--- config.mk ---
export PLATFORM = sky130hd
export DESIGN_NAME = dnoc_itf_in_d_channel
export DESIGN_NICKNAME = d
export VERILOG_FILES = /design/src/rtl/dnoc_pkg.sv /design/src/rtl/dnoc_loop_addr_gen.sv /design/src/rtl/dnoc_itf_in_d_channel.sv
export SDC_FILE = /design/constraint.sdc
export NUM_CORES = 1
export LEC_CHECK = 0
export BUFFER_PORTS_ARGS = -buffer_cell sky130_fd_sc_hd__buf_2
export CORE_AREA = 4 4 419 421
export DETAILED_ROUTE_END_ITERATION = 7
export DIE_AREA = 0 0 423 425
export GPL_ROUTABILITY_DRIVEN = 0
export PLACE_DENSITY = 0.41
export SETUP_SLACK_MARGIN = 0.15
export SKIP_LAST_GASP = 1
export SLEW_MARGIN = 20
export SYNTH_ARGS = -nofsm -noshare
export SYNTH_HDL_FRONTEND = slang
export SYNTH_SLANG_ARGS = --single-unit
--- constraint.sdc ---
create_clock -name clk -period 4.5 [get_ports clk]
set_input_delay 0.9 -clock clk [delete_from_list [all_inputs] [get_ports clk]]
set_output_delay 0.9 -clock clk [all_outputs]
set_load 0.01 [all_outputs]
--- src/rtl/dnoc_pkg.sv ---
// Shared definitions for the node d-channel: head-flit field layout and FSM states.
// Used by both the inbound interface and the outbound packetiser.
package dnoc_pkg;

  localparam int FLIT_W       = 256;
  localparam int LOOP_W       = 13;
  localparam int LOOP_LVLS    = 4;

  localparam int TYPE_BIT     = 12;   // 1 = return packet, 0 = write packet
  localparam int SRC_SEL_BIT  = 13;   // return: 0 core / 1 dma; write: issued by dma
  localparam int SRC_ID_LSB   = 14;
  localparam int SRC_ID_W     = 4;
  localparam int ADDR_LSB     = 18;
  localparam int LEN_LSB      = 43;
  localparam int LOOP_GAP_LSB = 56;
  localparam int LOOP_LEN_LSB = 108;
  localparam int SYNC_TGT_LSB = 160;
  localparam int SYNC_TGT_W   = 12;

  localparam logic [SRC_ID_W-1:0] DMA_ID = 4'hF;

  typedef enum logic [1:0] {
    ST_IDLE  = 2'd0,
    ST_WR    = 2'd1,
    ST_RTN_C = 2'd2,
    ST_RTN_D = 2'd3
  } d_state_e;

endpackage

--- src/rtl/dnoc_loop_addr_gen.sv ---
// Four-level nested loop address generator: innermost level steps by gap[0],
// each wrap of level i-1 advances that level's start by gap[i] and reloads addr.
module dnoc_loop_addr_gen #(
  parameter int ADDR_W = 13
) (
  input  logic                    clk,
  input  logic                    rst_n,
  input  logic                    load,
  input  logic [ADDR_W-1:0]       base,
  input  logic [3:0][ADDR_W-1:0]  len,
  input  logic [3:0][ADDR_W-1:0]  gap,
  input  logic                    step,
  output logic [ADDR_W-1:0]       addr
);

  localparam logic [ADDR_W-1:0] ONE = ADDR_W'(1);

  logic [3:0][ADDR_W-1:0] len_q;
  logic [3:0][ADDR_W-1:0] gap_q;
  logic [3:0][ADDR_W-1:0] cnt_q;
  logic [3:0][ADDR_W-1:0] lim;
  logic [ADDR_W-1:0]      base_q;
  logic [ADDR_W-1:0]      s1_q;
  logic [ADDR_W-1:0]      s2_q;
  logic [ADDR_W-1:0]      s3_q;
  logic [ADDR_W-1:0]      addr_q;
  logic [3:0]             wrap;

  // A loop length of zero behaves as a single-iteration loop.
  always_comb begin
    lim  = '0;
    wrap = '0;
    for (int i = 0; i < 4; i++) begin
      lim[i]  = (len_q[i] == '0) ? ONE : len_q[i];
      wrap[i] = ((cnt_q[i] + ONE) == lim[i]);
    end
  end

  always_ff @(posedge clk or negedge rst_n) begin
    if (!rst_n) begin
      len_q  <= '0;
      gap_q  <= '0;
      cnt_q  <= '0;
      base_q <= '0;
      s1_q   <= '0;
      s2_q   <= '0;
      s3_q   <= '0;
      addr_q <= '0;
    end else if (load) begin
      len_q  <= len;
      gap_q  <= gap;
      cnt_q  <= '0;
      base_q <= base;
      s1_q   <= base;
      s2_q   <= base;
      s3_q   <= base;
      addr_q <= base;
    end else if (step) begin
      if (!wrap[0]) begin
        cnt_q[0] <= cnt_q[0] + ONE;
        addr_q   <= addr_q + gap_q[0];
      end else if (!wrap[1]) begin
        cnt_q[0] <= '0;
        cnt_q[1] <= cnt_q[1] + ONE;
        s1_q     <= s1_q + gap_q[1];
        addr_q   <= s1_q + gap_q[1];
      end else if (!wrap[2]) begin
        cnt_q[1:0] <= '0;
        cnt_q[2]   <= cnt_q[2] + ONE;
        s2_q       <= s2_q + gap_q[2];
        s1_q       <= s2_q + gap_q[2];
        addr_q     <= s2_q + gap_q[2];
      end else if (!wrap[3]) begin
        cnt_q[2:0] <= '0;
        cnt_q[3]   <= cnt_q[3] + ONE;
        s3_q       <= s3_q + gap_q[3];
        s2_q       <= s3_q + gap_q[3];
        s1_q       <= s3_q + gap_q[3];
        addr_q     <= s3_q + gap_q[3];
      end else begin
        cnt_q  <= '0;
        s1_q   <= base_q;
        s2_q   <= base_q;
        s3_q   <= base_q;
        addr_q <= base_q;
      end
    end
  end

  assign addr = addr_q;

endmodule

--- src/rtl/dnoc_itf_in_d_channel.sv ---
// Inbound d-channel interface: decodes the head flit and steers body flits to the
// scratchpad write port, the core return port or the DMA return port, unbuffered.
module dnoc_itf_in_d_channel
  import dnoc_pkg::*;
#(
  parameter logic [3:0] NODE_ID = 4'd0,
  parameter int         ADDR_W  = 13
) (
  input  logic                  clk,
  input  logic                  rst_n,
  input  logic [FLIT_W-1:0]     out_flit,
  input  logic                  out_last,
  input  logic                  out_valid,
  output logic                  out_ready,
  output logic [ADDR_W-1:0]     wr_addr,
  output logic [FLIT_W-1:0]     wr_data,
  output logic                  wr_valid,
  output logic                  wr_last,
  input  logic                  wr_ready,
  output logic [FLIT_W-1:0]     core_rtn_data,
  output logic                  core_rtn_valid,
  output logic                  core_rtn_last,
  input  logic                  core_rtn_ready,
  output logic [FLIT_W-1:0]     dma_rtn_data,
  output logic                  dma_rtn_valid,
  output logic                  dma_rtn_last,
  input  logic                  dma_rtn_ready,
  output logic [SRC_ID_W-1:0]   pkt_src_id,
  output logic                  pkt_from_dma,
  output logic [SYNC_TGT_W-1:0] rtn_sync_target,
  output logic                  pkt_done,
  output logic                  len_err
);

  localparam int CNT_W = ADDR_W + 1;
  localparam logic [CNT_W-1:0] CNT_ONE = CNT_W'(1);

  // Handshake rule on every port: a beat transfers on the clock edge where valid
  // and ready are both high; valid is never withdrawn before that edge.

  d_state_e               state_q;
  logic [ADDR_W-1:0]      len_q;
  logic [CNT_W-1:0]       beat_cnt_q;
  logic [SRC_ID_W-1:0]    src_id_q;
  logic                   from_dma_q;
  logic [SYNC_TGT_W-1:0]  sync_q;
  logic                   done_q;

  logic [3:0][ADDR_W-1:0] head_len;
  logic [3:0][ADDR_W-1:0] head_gap;
  logic [ADDR_W-1:0]      gen_addr;
  logic                   gen_load;
  logic                   gen_step;
  logic                   in_range;
  logic                   hs;
  logic                   unused_node_id;

  assign unused_node_id = ^NODE_ID;

  always_comb begin
    head_len = '0;
    head_gap = '0;
    for (int i = 0; i < LOOP_LVLS; i++) begin
      head_len[i] = out_flit[LOOP_LEN_LSB + i*LOOP_W +: ADDR_W];
      head_gap[i] = out_flit[LOOP_GAP_LSB + i*LOOP_W +: ADDR_W];
    end
  end

  // Beats past the declared length are swallowed without reaching the scratchpad.
  assign in_range = ({1'b0, len_q} > beat_cnt_q);
  assign hs       = out_valid & out_ready;
  assign gen_load = (state_q == ST_IDLE) & out_valid & ~out_flit[TYPE_BIT];
  assign gen_step = (state_q == ST_WR) & hs & in_range;

  always_comb begin
    out_ready      = 1'b0;
    wr_addr        = '0;
    wr_data        = '0;
    wr_valid       = 1'b0;
    wr_last        = 1'b0;
    core_rtn_data  = '0;
    core_rtn_valid = 1'b0;
    core_rtn_last  = 1'b0;
    dma_rtn_data   = '0;
    dma_rtn_valid  = 1'b0;
    dma_rtn_last   = 1'b0;
    len_err        = 1'b0;
    case (state_q)
      ST_IDLE: out_ready = 1'b1;
      ST_WR: begin
        out_ready = in_range ? wr_ready : 1'b1;
        wr_addr   = gen_addr;
        wr_data   = out_flit;
        wr_valid  = out_valid & in_range;
        wr_last   = out_valid & out_last & in_range;
        len_err   = out_valid & out_ready & out_last &
                    ((beat_cnt_q + CNT_ONE) != {1'b0, len_q});
      end
      ST_RTN_C: begin
        out_ready      = core_rtn_ready;
        core_rtn_data  = out_flit;
        core_rtn_valid = out_valid;
        core_rtn_last  = out_valid & out_last;
      end
      default: begin
        out_ready     = dma_rtn_ready;
        dma_rtn_data  = out_flit;
        dma_rtn_valid = out_valid;
        dma_rtn_last  = out_valid & out_last;
      end
    endcase
  end

  always_ff @(posedge clk or negedge rst_n) begin
    if (!rst_n) begin
      state_q    <= ST_IDLE;
      len_q      <= '0;
      beat_cnt_q <= '0;
      src_id_q   <= '0;
      from_dma_q <= 1'b0;
      sync_q     <= '0;
      done_q     <= 1'b0;
    end else begin
      done_q <= hs & out_last;
      case (state_q)
        ST_IDLE: begin
          if (out_valid) begin
            src_id_q   <= out_flit[SRC_ID_LSB +: SRC_ID_W];
            beat_cnt_q <= '0;
            if (out_flit[TYPE_BIT]) begin
              sync_q <= out_flit[SYNC_TGT_LSB +: SYNC_TGT_W];
              if (!out_last) state_q <= out_flit[SRC_SEL_BIT] ? ST_RTN_D : ST_RTN_C;
            end else begin
              from_dma_q <= out_flit[SRC_SEL_BIT];
              len_q      <= out_flit[LEN_LSB +: ADDR_W];
              if (!out_last) state_q <= ST_WR;
            end
          end
        end
        ST_WR: begin
          if (hs) begin
            if (beat_cnt_q != '1) beat_cnt_q <= beat_cnt_q + CNT_ONE;
            if (out_last) state_q <= ST_IDLE;
          end
        end
        default: begin
          if (hs && out_last) state_q <= ST_IDLE;
        end
      endcase
    end
  end

  dnoc_loop_addr_gen #(.ADDR_W(ADDR_W)) u_addr_gen (
    .clk   (clk),
    .rst_n (rst_n),
    .load  (gen_load),
    .base  (out_flit[ADDR_LSB +: ADDR_W]),
    .len   (head_len),
    .gap   (head_gap),
    .step  (gen_step),
    .addr  (gen_addr)
  );

  assign pkt_src_id      = src_id_q;
  assign pkt_from_dma    = from_dma_q;
  assign rtn_sync_target = sync_q;
  assign pkt_done        = done_q;

endmodule

=== Yosys cells after proc, flatten, opt, wreduce, memory -nomap -nowiden ===
Index checks and enable logic that the tools add are counted.

* Bits of input ports: 263
* Output and inout port bits: 807
* Logic and storage cells: 138
* Bits in registers: 268

* Add/sub/neg operators: 9
* Reductions and logical operators: 21
* $lt $le $gt $ge: 1
* Eq/ne operators: 13
* Muxes and demuxes: 57
* Bitwise logic cells: 13

{| class="wikitable"
|+ Operators by type and width
! operator !! count
|-
| 256-bit two-way mux || 3
|-
| 13-bit two-way mux || 25
|-
| 52-bit two-way mux || 3
|-
| 39-bit two-way mux || 2
|-
| 13-bit by 1-bit adder with 13-bit output (second input constant) || 4
|-
| 13-bit adder || 4
|-
| 13-bit == test || 4
|-
| 13-bit logical NOT || 4
|-
| 26-bit two-way mux || 2
|-
| 14-bit two-way mux || 3
|-
| 14-bit case mux with 2 select lines || 1
|-
| 14-bit by 1-bit adder with 14-bit output (second input constant) || 1
|-
| 13-bit by 14-bit > comparator with 1-bit output || 1
|-
| 2-bit two-way mux || 7
|-
| 14-bit by 13-bit != test with 1-bit output || 1
|-
| 14-bit != test (second input constant) || 1
|-
| 1-bit AND || 12
|-
| 2-bit nonzero test || 5
|-
| 1-bit two-way mux || 9
|-
| 3-bit AND reduction || 3
|-
| 2-bit != test (second input constant) || 4
|-
| 4-bit AND reduction || 2
|-
| 5-bit AND reduction || 1
|-
| 2-bit case mux with 2 select lines || 1
|-
| 10 further kinds || 11
|}

=== Depth between registers and ports, before layout ===
* Depth in word-level cells: 9
* Gate-level depth with buffers: 14

=== Cells and area by module ===
Synthesis repeated with hierarchy kept, for this count alone.

* Cell total of the unflattened synthesis: 2683
* Area, all modules: 22063.7 sq um

{| class="wikitable"
|+ By module, submodules not included
! module !! cells each !! seq. area each (sq um) !! instances !! area each (sq um)
|-
| dnoc_loop_addr_gen || 1433 || 5530.3 || 1 || 13608.1
|-
| dnoc_itf_in_d_channel || 1250 || 1176.1 || 1 || 8455.6
|}

=== Worst setup path before layout ===
Ideal clock, no wire load.

* Kind: flip-flop to output port
* From: register beat_cnt_q[5]
* To: output port len_err
* Path slack: 1.214 ns
* Data arrival time: 2.386 ns
* Required time: 3.600 ns
* Cell stages (with the launch flop): 11
* Path buffers: 1
* Cells stage by stage: dfrtp_1 > clkbuf_1 > nand2_1 > nor4_1 > nand3_1 > nor3_1 > nand2_1 > xnor2_1 > a31oi_1 > nor4_1 > nor4_1

* Cells in the longest elaborated chain, start to end: 6

{| class="wikitable"
|+ Ends and longest elaborated chain
! element !! line !! RTL
|-
| from (decl) || dnoc_itf_in_d_channel.sv:43 || <nowiki>logic [CNT_W-1:0] beat_cnt_q;</nowiki>
|-
| from (signal assigned) || dnoc_itf_in_d_channel.sv:142 || <nowiki>if (beat_cnt_q != '1) beat_cnt_q <= beat_cnt_q + CNT_ONE;</nowiki>
|-
| 13-bit by 14-bit > comparator with 1-bit output || dnoc_itf_in_d_channel.sv:70 || <nowiki>assign in_range = ({1'b0, len_q} > beat_cnt_q);</nowiki>
|-
| 1-bit two-way mux || dnoc_itf_in_d_channel.sv:91 || <nowiki>out_ready = in_range ? wr_ready : 1'b1;</nowiki>
|-
| 1-bit AND (2 in series) || dnoc_itf_in_d_channel.sv:96 || <nowiki>len_err = out_valid & out_ready & out_last &</nowiki>
|-
| 1-bit AND * || dnoc_itf_in_d_channel.sv:96 ||
|-
| 1-bit two-way mux * || dnoc_itf_in_d_channel.sv:88 || <nowiki>case (state_q)</nowiki>
|-
| to (decl) || dnoc_itf_in_d_channel.sv:32 || <nowiki>output logic len_err</nowiki>
|}

Every way passes the cells marked *; elsewhere a longest branch is shown, timed or not.

=== Worst setup path after layout ===
* From: register beat_cnt_q[2]
* To: output port out_ready

* Cells in the longest elaborated chain, start to end: 3

{| class="wikitable"
|+ Ends and longest elaborated chain
! element !! line !! RTL
|-
| 13-bit by 14-bit > comparator with 1-bit output || dnoc_itf_in_d_channel.sv:70 ||
|-
| 1-bit two-way mux || dnoc_itf_in_d_channel.sv:91 ||
|-
| 1-bit case mux with 3 select lines || dnoc_itf_in_d_channel.sv:88 ||
|-
| to (decl) || dnoc_itf_in_d_channel.sv:14 || <nowiki>output logic out_ready,</nowiki>
|}

Every way passes these cells.

==> results.toml <==
[routing]
finalWirelength_microns = 173000
dr.pass1.iters = 5
drtAntennaViolNets = 0
drt-initial-drc-count = 2214
vias = 25900
via_per_inst = 4.21
wl_per_cell_microns = 28.2
drc_errors = 0

[synthesis]
synth-xor-area-share_pct = 4.70
syn_avg_cell_area_sq_um = 7.69
ys_seq_elements = 268
synth_top_area_share_pct = 30.5
synth_area_leaders = "dfrtp_1 30%, and2_1 15%, and3_1 8.2%, nand2_1 7.8%, ha_1 3.8%"
synthCells = 2859
synthMuxAreaShare_pct = 1.54
async_flop_share_pct = 100
synth_edf_count = 0
syn_area_sq_um = 22000
synth_simple_gate_area_share_pct = 40.9
syn_nets = 3192
ys_seq_area_share_pct = 30.5
netlist_top_cells_count = "539 x and2_1, 458 x nand2_1, 287 x and3_1"
synth-compound-area-share_pct = 13.3
synthAdderAreaFrac_pct = 4.12
synth_top_family_by_area = "simple AND/OR/NAND/NOR gates"
ys.flop_type = "dfrtp_1"
synth.distinct_cells = 89
yosysTopAreaCell = "dfrtp_1"
yosys.cell_count.top_type = "and2_1"
ys_warn_count = 0

[global_route]
grt_pass1_vias = 24500
grt_max_degree = 217
antenna_found_initial = 65
gr-total-overflow = 0
track_usage_pct = 18.2
grt_pass1_wl_microns = 225000

[sta]
hold_violations = 0
worst_pin_slew_ns = 1.10
fin_crit_sh_pct = 93.5
rsz0062_at_grt = "false"
fin_hold_ws_ns = 0.238
max_freq_ghz = 0.238
slew_headroom_pct = 26.8
finalSetupViolations = 0
min_period_ns = 4.21
fin_skew_ns = 0.0468
fin_tns_setup_ns = 0
slew_viol_final = 0
fin_ws_ns = 0.294

[final_layout]
fin_area_sq_um = 31200
finalNetCount = 4127
layout.cells.non_filler = 6150
drive_above_1_share_pct = 32.7
post-route-util_pct = 18.2
area_growth_pct = 41.7

[setup_path]
slowest_stage = "dfrtp_1"
crit_family = "compound AO/OA/AOI/OAI gates"
cp_max_fo = 9
ff2ff_path_depth = 11
cp-start-kind = "register"
regToRegSetupSlack_ns = 0.64
path_buf_inv = 2
max_stage_delay_ns = 0.52
critPathKind = "register to output port"
regToRegStartpoint = "u_addr_gen.cnt_q[13]$_DFFE_PN0P_"
setup.worst_path.end_class = "output port"
cpMostUsedCell = "a21oi_1"
r2r-end = "u_addr_gen.addr[1]$_DFFE_PN0P_"
critPathRequiredTime_ns = 3.60
path_cells = "inv_1 -> ha_1 -> a21oi_1 -> a21oi_1 -> o31a_1 -> o21bai_1 -> or2_2 -> mux2i_1 -> a21oi_1 -> buf_2"
crit_arrival_ns = 3.31

[pwr]
vdd_ir_drop_max_mv = 0.417
power.density_nw_per_um2 = 662
combPwrFrac_pct = 63.2
netSwitchingFraction_pct = 52.3
p_switching_mw = 10.8
p_leak_nw = 16.6
p_int_mw = 9.84
p_clk_share_pct = 15.2
seqPwrFrac_pct = 21.6
p_total_mw = 20.6

[placed_design]
post-place-cells = 6065
hpwl_microns = 146000
portBuffers = 1069
dpl_worst_slack_ns = 0.654
place_area_sq_um = 29800

[floorplanning]
die_y_microns = 425
die-area_sq_um = 180000
fp-row-count = 152
start_util_pct = 12.8
die_w_microns = 423
coreArea_sq_um = 171000
ioPinCount = 1070

[clocking]
cts_hold_buf = 0
cts_tree = "done"
cts_setup_buffers = 0
cts_buffers = 37
htreeDepth = 2
cts.clk_slew.worst_paths_ns = 0.06
clk_path_buf_depth = 3
clockRootBuffer = "clkbuf_16"
cts_num_sinks = 268
clkLatencyLatePin_ns = 0.61

[flow_run]
max_cap_violations = 0

[worst_hold_path]
hold_class = "input pin to asynchronous set/reset pin"

[run_status]
status = "completed"
[cells in the final DEF, fill, tap and decap left out, types with 36 or more instances in the layout]
cell       instances
xor2_1            38
nand2_1          458
o21ai_0          127
nand3_1           73
and3_1           287
o31ai_1           39
xnor2_1           80
nor2_1           121
nor3_1            47
clkbuf_16         38
buf_4             36
ha_1              66
and2_1           539
dfrtp_1          266
buf_2           1068
inv_1             44
a21oi_1           76
[worst reg2reg max path: stages, from the launching register on]
cell and delay [ns]:
dfrtp_1 0.45, ha_1 0.32, and4_1 0.33, a211o_1 0.16, nand4_1 0.09, or4_4 0.54
nor3_4 0.32, and2_1 0.50, buf_4 0.30, o31ai_1 0.08, a31oi_1 0.45, a221oi_1 0.15
[metal layers]
metal | share of wire [%] | wire length (microns) | GRT usage (%) | up-vias
li1 | - | - | - | 11700
met4 | 5.0 | 8600 | 8.28 | 28
met5 | 0.20 | 355 | 0.726 | -
met1 | 39 | 67100 | 21.4 | 12700
met2 | 46 | 80100 | 29.5 | 1193
met3 | 9.8 | 17100 | 6.75 | 226
[kinds of logic (layout without fill, tap and decap cells)]
kind of cell | count (synthesis) | count (layout)
compound gates | 435 | 435
xor+xnor | 118 | 118
fa+ha+maj | 70 | 70
buf+inv | 263 | 1227
flops | 268 | 268
mux | 31 | 31
other cells | 0 | 17
simple gates | 1674 | 1674
[worst max-delay path by stage]
stage | from | endpoint | slack [ns] | depth (start not counted)
after global routing | beat_cnt_q[2]$_DFFE_PN0P_ | out_ready | 0.16 | 10
after CTS | beat_cnt_q[0]$_DFFE_PN0P_ | len_err | 0.28 | 10
after global placement | u_addr_gen.cnt_q[13]$_DFFE_PN0P_ | u_addr_gen.addr[1]$_DFFE_PN0P_ | 0.74 | 11
after detailed placement | u_addr_gen.cnt_q[13]$_DFFE_PN0P_ | u_addr_gen.addr[1]$_DFFE_PN0P_ | 0.65 | 11
after floorplan | beat_cnt_q[5]$_DFFE_PN0P_ | len_err | 1.21 | 10
final | beat_cnt_q[2]$_DFFE_PN0P_ | out_ready | 0.29 | 10
[power groups by stage]
stage	combinational (mW)	sequential, mW	clock (mW)
2_1_floorplan	7.58	3.99	0
3_3_place_gp	13.0	4.49	0
3_5_place_dp	13.1	4.49	0
4_1_cts	13.1	4.46	3.28
5_1_grt	14.2	4.57	3.34
6_report	13.0	4.46	3.15
[final cells by class]
type	instances	area, sq um
fillers	19600	140000
multi-input cells	2328	14300
flip-flops and latches	268	6710
repair buffers	1115	5830
well taps	2310	2890
clock buffers	52	1100
clock inverters	16	174
inverters	44	165
diodes	17	42.5
[repair_timing]
action,in CTS,in global routing
gates resized for setup,0,1
setup endpoints to repair,0,1
hold endpoints to repair,0,0
[flip-flops by register name (all words and copies together), names as in the netlist]
| register | count |
|---|---|
| u_addr_gen.cnt_q | 52 |
| u_addr_gen.gap_q | 52 |
| u_addr_gen.addr | 13 |
| rtn_sync_target | 12 |
| state_q | 2 |
| u_addr_gen.base_q | 13 |
| pkt_done | 1 |
| u_addr_gen.s1_q | 13 |
| beat_cnt_q | 14 |
| u_addr_gen.s2_q | 13 |
| pkt_src_id | 4 |
| u_addr_gen.s3_q | 13 |
| u_addr_gen.len_q | 52 |
| pkt_from_dma | 1 |
| len_q | 13 |
Note: power is estimated with default switching activity, not from simulation.
